[src/rtl/cory_sram_req2port.sv]
// Request/response adapter onto one cen/wen/oen SRAM arbiter port with a credit-protected read FIFO.
// Optional macro CORY_SRAM_REQ2PORT_BYPASS_EN: forward read data straight to the consumer when the FIFO is empty.
module cory_sram_req2port #(
  parameter int A     = 8,
  parameter int D     = 16,
  parameter int C     = 2,
  parameter int R     = D * C,
  parameter int DEPTH = 4
) (
  input  logic                       clk,
  input  logic                       reset,
  input  logic                       i_a_v,
  input  logic                       i_a_wr,
  input  logic [C-1:0]               i_a_col,
  input  logic [A-1:0]               i_a_addr,
  input  logic [D-1:0]               i_a_wdata,
  output logic                       o_a_r,
  output logic [C-1:0]               o_z_cen,
  output logic [C-1:0]               o_z_wen,
  output logic [C-1:0]               o_z_oen,
  output logic [A-1:0]               o_z_addr,
  output logic [D-1:0]               o_z_wdata,
  input  logic [R-1:0]               i_z_rdata,
  input  logic                       i_z_r,
  output logic                       o_b_v,
  output logic [R-1:0]               o_b_data,
  input  logic                       i_b_r,
  output logic [$clog2(DEPTH):0]     o_cnt
);

  localparam int AW = $clog2(DEPTH);
  localparam int CW = AW + 1;

  logic           r_pend_p1;
  logic [C-1:0]   r_pend_col_p1;
  logic [AW:0]    r_wptr;
  logic [AW:0]    r_rptr;
  logic [R-1:0]   r_mem [DEPTH];

  logic [CW-1:0]  w_occ;
  logic [CW-1:0]  w_cnt;
  logic           w_iss;
  logic           w_acc_rd;
  logic           w_empty;
  logic           w_byp;
  logic           w_push;
  logic           w_pop;

  // Credit counts reads in flight, so a read is only issued when its data has a guaranteed slot.
  assign w_occ    = r_wptr - r_rptr;
  assign w_cnt    = w_occ + {{(CW-1){1'b0}}, r_pend_p1};
  assign w_iss    = i_a_v & (i_a_wr | (w_cnt < CW'(DEPTH)));
  assign w_acc_rd = i_a_v & o_a_r & ~i_a_wr;
  assign w_empty  = (r_wptr == r_rptr);

`ifdef CORY_SRAM_REQ2PORT_BYPASS_EN
  assign w_byp = r_pend_p1 & w_empty & i_b_r;
`else
  assign w_byp = 1'b0;
`endif

  assign w_push = r_pend_p1 & ~w_byp;
  assign w_pop  = ~w_empty & i_b_r;

  // Issue stage (p0): combinational request onto the arbiter port
  assign o_a_r     = w_iss & i_z_r;
  assign o_z_cen   = w_iss ? ~i_a_col : {C{1'b1}};
  assign o_z_wen   = (w_iss & i_a_wr) ? ~i_a_col : {C{1'b1}};
  assign o_z_addr  = i_a_addr;
  assign o_z_wdata = i_a_wdata;
  assign o_cnt     = w_cnt;

  // Data-return stage (p1): read data sampled while pend is set
  assign o_z_oen  = r_pend_p1 ? ~r_pend_col_p1 : {C{1'b1}};
  assign o_b_v    = ~w_empty | w_byp;
  assign o_b_data = w_byp ? i_z_rdata : r_mem[r_rptr[AW-1:0]];

  always_ff @(posedge clk) begin
    if (reset) begin
      r_pend_p1 <= 1'b0;
      r_wptr    <= '0;
      r_rptr    <= '0;
    end else begin
      r_pend_p1 <= w_acc_rd;
      if (w_push) r_wptr <= r_wptr + 1'b1;
      if (w_pop)  r_rptr <= r_rptr + 1'b1;
    end
  end

  always_ff @(posedge clk) begin
    if (w_acc_rd) r_pend_col_p1 <= i_a_col;
    if (w_push)   r_mem[r_wptr[AW-1:0]] <= i_z_rdata;
  end

endmodule

[config.mk]
export PLATFORM = sky130hd
export DESIGN_NAME = cory_sram_req2port
export DESIGN_NICKNAME = d
export VERILOG_FILES = /design/src/rtl/cory_sram_req2port.sv
export SDC_FILE = /design/constraint.sdc
export NUM_CORES = 1
export LEC_CHECK = 0
export BUFFER_PORTS_ARGS = -buffer_cell sky130_fd_sc_hd__buf_2
export CORE_UTILIZATION = 30
export CTS_CLUSTER_DIAMETER = 200
export DETAILED_ROUTE_END_ITERATION = 16
export PLACE_DENSITY = 0.61
export SYNTH_ARGS = -nofsm -noshare
export SYNTH_HDL_FRONTEND = slang
export SYNTH_SLANG_ARGS = --single-unit
[constraint.sdc]
create_clock -name clk -period 7.22 [get_ports clk]
set_input_delay 0.722 -clock clk [delete_from_list [all_inputs] [get_ports clk]]
set_output_delay 0.722 -clock clk [all_outputs]
set_load 0.03 [all_outputs]
After elaboration in Yosys (flattened, before gate mapping)
Memory sizes are Yosys's and may differ from the RTL's. A register that Yosys moved wholly into a read port is not among the register bits.
Index checks and enable logic that the tools add are counted.
{"block": "word_totals", "ff_bits": 9, "ram_bits": 128, "inputBits": 64, "output_inout_bits": 67, "word_cells": 29, "mem_count": 1}
{"name": "r_mem", "depth": 4, "width": 32, "read_ports": 1, "rd_ports_with_merged_regs": 1, "write_ports": 1, "line": "38", "source": "logic [R-1:0] r_mem [DEPTH];"}
{"block": "op_classes", "n_addsub": 4, "magnitude_cmp": 1, "eq_ne": 1, "n_mux": 7, "n_bitwise": 11}
{"cell": "$mux W2", "count": 5}
{"cell": "$add A3 B1 Y3 const B", "count": 2}
{"cell": "$and A1 B1 Y1", "count": 6}
{"cell": "$not A2 Y2", "count": 2}
{"cell": "$add A3 B1 Y3", "count": 1}
{"cell": "$eq A3 B3 Y1", "count": 1}
{"cell": "$lt A3 B3 Y1 const B", "count": 1}
{"cell": "$sub A3 B3 Y3", "count": 1}
{"cell": "$mux W1", "count": 2}
{"cell": "$not A1 Y1", "count": 2}
{"cell": "$or A1 B1 Y1", "count": 1}

Longest topological paths before layout
{"block": "logic_depth", "ltp_word": 8, "depth_mapped": 9}

Worst setup path before layout
No wires, ideal clock.
{"block": "synth_path", "path_type": "reg-to-output", "start": "reg r_wptr[0]", "end": "out o_a_r", "arrival_time_ns": 2.479, "path_slack_ns": 4.019, "path_stages_with_launch": 10, "n_path_buf": 0, "path_cell_list": "dfxtp_1 > inv_1 > ha_1 > inv_1 > ha_1 > fa_1 > xnor2_1 > xor2_2 > inv_2 > a21oi_1"}
{"block": "synth_via", "elab_chain_len": 6}
{"element": "start: declaration", "line": "36", "source": "logic [AW:0] r_wptr;"}
{"element": "start signal: assignment", "line": "85", "source": "if (w_push) r_wptr <= r_wptr + 1'b1;"}
{"element": "$sub A3 B3 Y3", "line": "50", "source": "assign w_occ = r_wptr - r_rptr;"}
{"element": "$add A3 B1 Y3", "line": "51", "source": "assign w_cnt = w_occ + {{(CW-1){1'b0}}, r_pend_p1};"}
{"element": "named net o_cnt[2]", "line": "28", "source": "output logic [$clog2(DEPTH):0] o_cnt"}
{"element": "$lt A3 B3 Y1", "line": "52", "source": "assign w_iss = i_a_v & (i_a_wr | (w_cnt < CW'(DEPTH)));"}
{"element": "$or A1 B1 Y1", "line": "52"}
{"element": "$and A1 B1 Y1", "line": "52"}
{"element": "$and A1 B1 Y1", "line": "66", "source": "assign o_a_r = w_iss & i_z_r;"}
{"element": "end: declaration", "line": "17", "source": "output logic o_a_r,"}
The timed path passes the listed nets, and every way through them passes these cells.

Worst setup path in the final report
{"block": "layout_path", "start": "reg r_wptr[0]", "end": "out o_a_r"}
{"block": "layout_via", "elab_chain_len": 6}
{"element": "$sub A3 B3 Y3", "line": "50"}
{"element": "$add A3 B1 Y3", "line": "51"}
{"element": "$lt A3 B3 Y1", "line": "52"}
{"element": "$or A1 B1 Y1", "line": "52"}
{"element": "$and A1 B1 Y1", "line": "52"}
{"element": "$and A1 B1 Y1", "line": "66"}
Every way passes these cells.

==> metrics.txt <==
EDFF count, synth 130; total power 0.001972 W; Leak around 2.2 nW; Worst path max stage delay 0.40 ns; Synth Flop Type edfxtp_1; Crit path max-delay family adder cells; Worst R2R Start r_wptr[0]; routability cong. ~0.73; first-pass GRT wire length 15,450 um; share of the synthesized area in the top cell type 0.7141; # DRC 0; initial antenna violation count 0; CP Launch Type flop; Hold Path End r_pend_col_p1[1]; H-tree depth 4; Setup TNS Final 0 ns; synthesized area 0.005466 sq mm; Worst Path Arrival 2.82 ns; list of most frequent post-synthesis cells 130 x edfxtp_1, 32 x mux4_2, 27 x buf_4; fmax 0.2821 GHz; status finished clean; CP max-delay cell dfxtp_1; unrepaired setup endpoints after global routing false; Cell variety after synth 30; most common cell in the netlist edfxtp_1; Vert. Die Dim 137.0 um; area grow syn2layout 18.84%; Hold Startpoint i_a_col[1]; setup slack after layout 3.676 ns; vias after detailed routing 2,557; routed len/inst 17.70 um; Total GRT Usage 0.1167; number of global-route vias before repair ~2,800; hpwl dp 6123 um; critical path class reg -> out; Hold Crit Class in -> reg; CP cell instances inv_1 > ha_1 > inv_1 > ha_1 > fa_1 > xnor2_1 > xor2_2 > inv_2 > a21oi_1 > buf_2; Crit Path Max Fanout 4; fin area ~0.0065 sq mm; post-CTS setup buffers 0; final WL 10,020 um; FP Rows 48; ANT cells 0; post-synth top area cell edfxtp_1; cell count after synthesis ~260; Syn Area/Cell 21.11 sq um; Cell Area, Placed 0.005947 sq mm; max_cap viols 0; Final nets 401; Pwr per Cell Area 303.5 mW/mm^2; R2R depth 9; largest net degree at the start of global routing 34; drt pass-1 iters 4; fraction of registers with async set/reset 0; required time worst endpoint 6.50 ns; final period utilization 0.4909; maximum VDD drop 0.0001533 V; relative slew slack 0.3623; TritonCTS clock tree done; routed vias/inst approximately 4.5; hold buffer count at CTS 0; min Tclk post-route around 3.5 ns; syn nets 332; die width ~140 um; Core ar. between 0.015 and 0.02 sq mm; sequential share of the synthesized area 0.7471; yosys warns 0; clk_skew 0.008815 ns; Inserted Clock Buffers 17; ANT nets after route 0; final hold violation count 0; worst skew pair latency 0.42 ns; CTS resizes 0; initial drt markers 127; clock slew at reported path FFs 0.06 ns; Starting Density 0.3117; Area contributors post-synth edfxtp_1 71%, mux4_2 13%, buf_4 3.7%; worst flop-to-flop path endpoint r_pend_col_p1[1]; clock sink total around 140; Hold Path Stages 1; IO buf count 82; worst-margin pin slew 0.9565 ns; dpl ws 4.107 ns; Yosys reg bits 139; share of layout cells above drive strength 1 0.4575; reg2reg setup slack roughly 4.5 ns; Root Buffer clkbuf_16; clock buffer depth 2; endpoints failing setup 0; crit path capture type primary output; fillers 1,680; Slew Viols, Final 0; die area 0.01876 sq mm; worst path bufs/invs 4; Boundary Pins 131; GRT Residual Overflow 0; Final Core Density 0.3704
-- cell type report --
class | instances | area (sq um) | share of cell area
flip-flops and latches | 139 | 4086 | 0.6290
multi-input cells | 78 | 1127 | 0.1735
clock buffers | 17 | 425.4 | 0.06549
repair buffers | 83 | 417.9 | 0.06433
well taps | 225 | 281.5 | 0.04334
clock inverters | 15 | 123.9 | 0.01907
inverters | 9 | 33.78 | 0.005200
-- sequential cells by signal, indices dropped and copies added (netlist names), named ones only --
signal,flops
r_pend_p1,1
r_rptr,3
r_mem,128
r_pend_col_p1,2
r_wptr,3
-- cell usage in the layout (no fill, tap or decap), types with 3 or more instances in the layout --
cell type and n:
edfxtp_1 130, buf_2 82, mux4_2 32, clkbuf_16 17
inv_1 8, ha_1 8, dfxtp_1 7, nand2_1 4
and2_2 4, nor2_1 4, clkinv_2 4, nand3_1 3
xnor2_1 3, inv_6 3, clkinvlp_4 3
-- per-stage QoR --
step | instances | hold slack, ns
floorplan | 259 | 0.4812
global placement | 534 | 0.4999
detailed placement | 534 | 0.5355
CTS | 566 | 0.4880
global route | 566 | 0.4921
finish | 566 | 0.5098
-- worst max path at each step --
stage / startpoint / endpoint / slack, ns / cells after the start
finish: r_wptr[0] / o_a_r / 3.68 / 10
global route: r_wptr[0] / o_a_r / 3.49 / 10
CTS: r_wptr[0] / o_a_r / 3.64 / 10
detailed placement: r_wptr[0] / o_a_r / 4.11 / 10
global placement: r_wptr[0] / o_a_r / 4.20 / 10
floorplan: r_wptr[0] / o_a_r / 4.02 / 9
-- cells by family (layout without fill, tap and decap cells) --
logic type                 Yosys count  after routing  share of synthesized area
DFF                                139            139                     0.7471
AOI/OAI and AO/OA                    7              7                    0.01076
muxes                               36             36                     0.1396
xor gates and xnor gates             5              5                    0.01076
and+or+nand+nor                     21             21                    0.02220
buffers and inverters               42            124                    0.04761
adders and majority gates            9              9                    0.02197
-- power breakdown --
group,leakage (nW),internal (W),switching [W]
Combinational,0.681,0.000100,0.000154
Clock,0.265,0.000471,0.000333
Sequential,1.24,0.000893,0.0000195
-- per-layer routing --
layer  GRT usage  routed length (um)  share of wire  vias to the layer above
met4     0.07021                 221          0.022                        0
met1      0.1285                3996           0.40                     1307
li1            -                   -              -                     1144
met3     0.03519                 565          0.056                       19
met2      0.1981                5233           0.52                       87
met5           0                   0              0                        -
(Power assumes the default switching activity.)
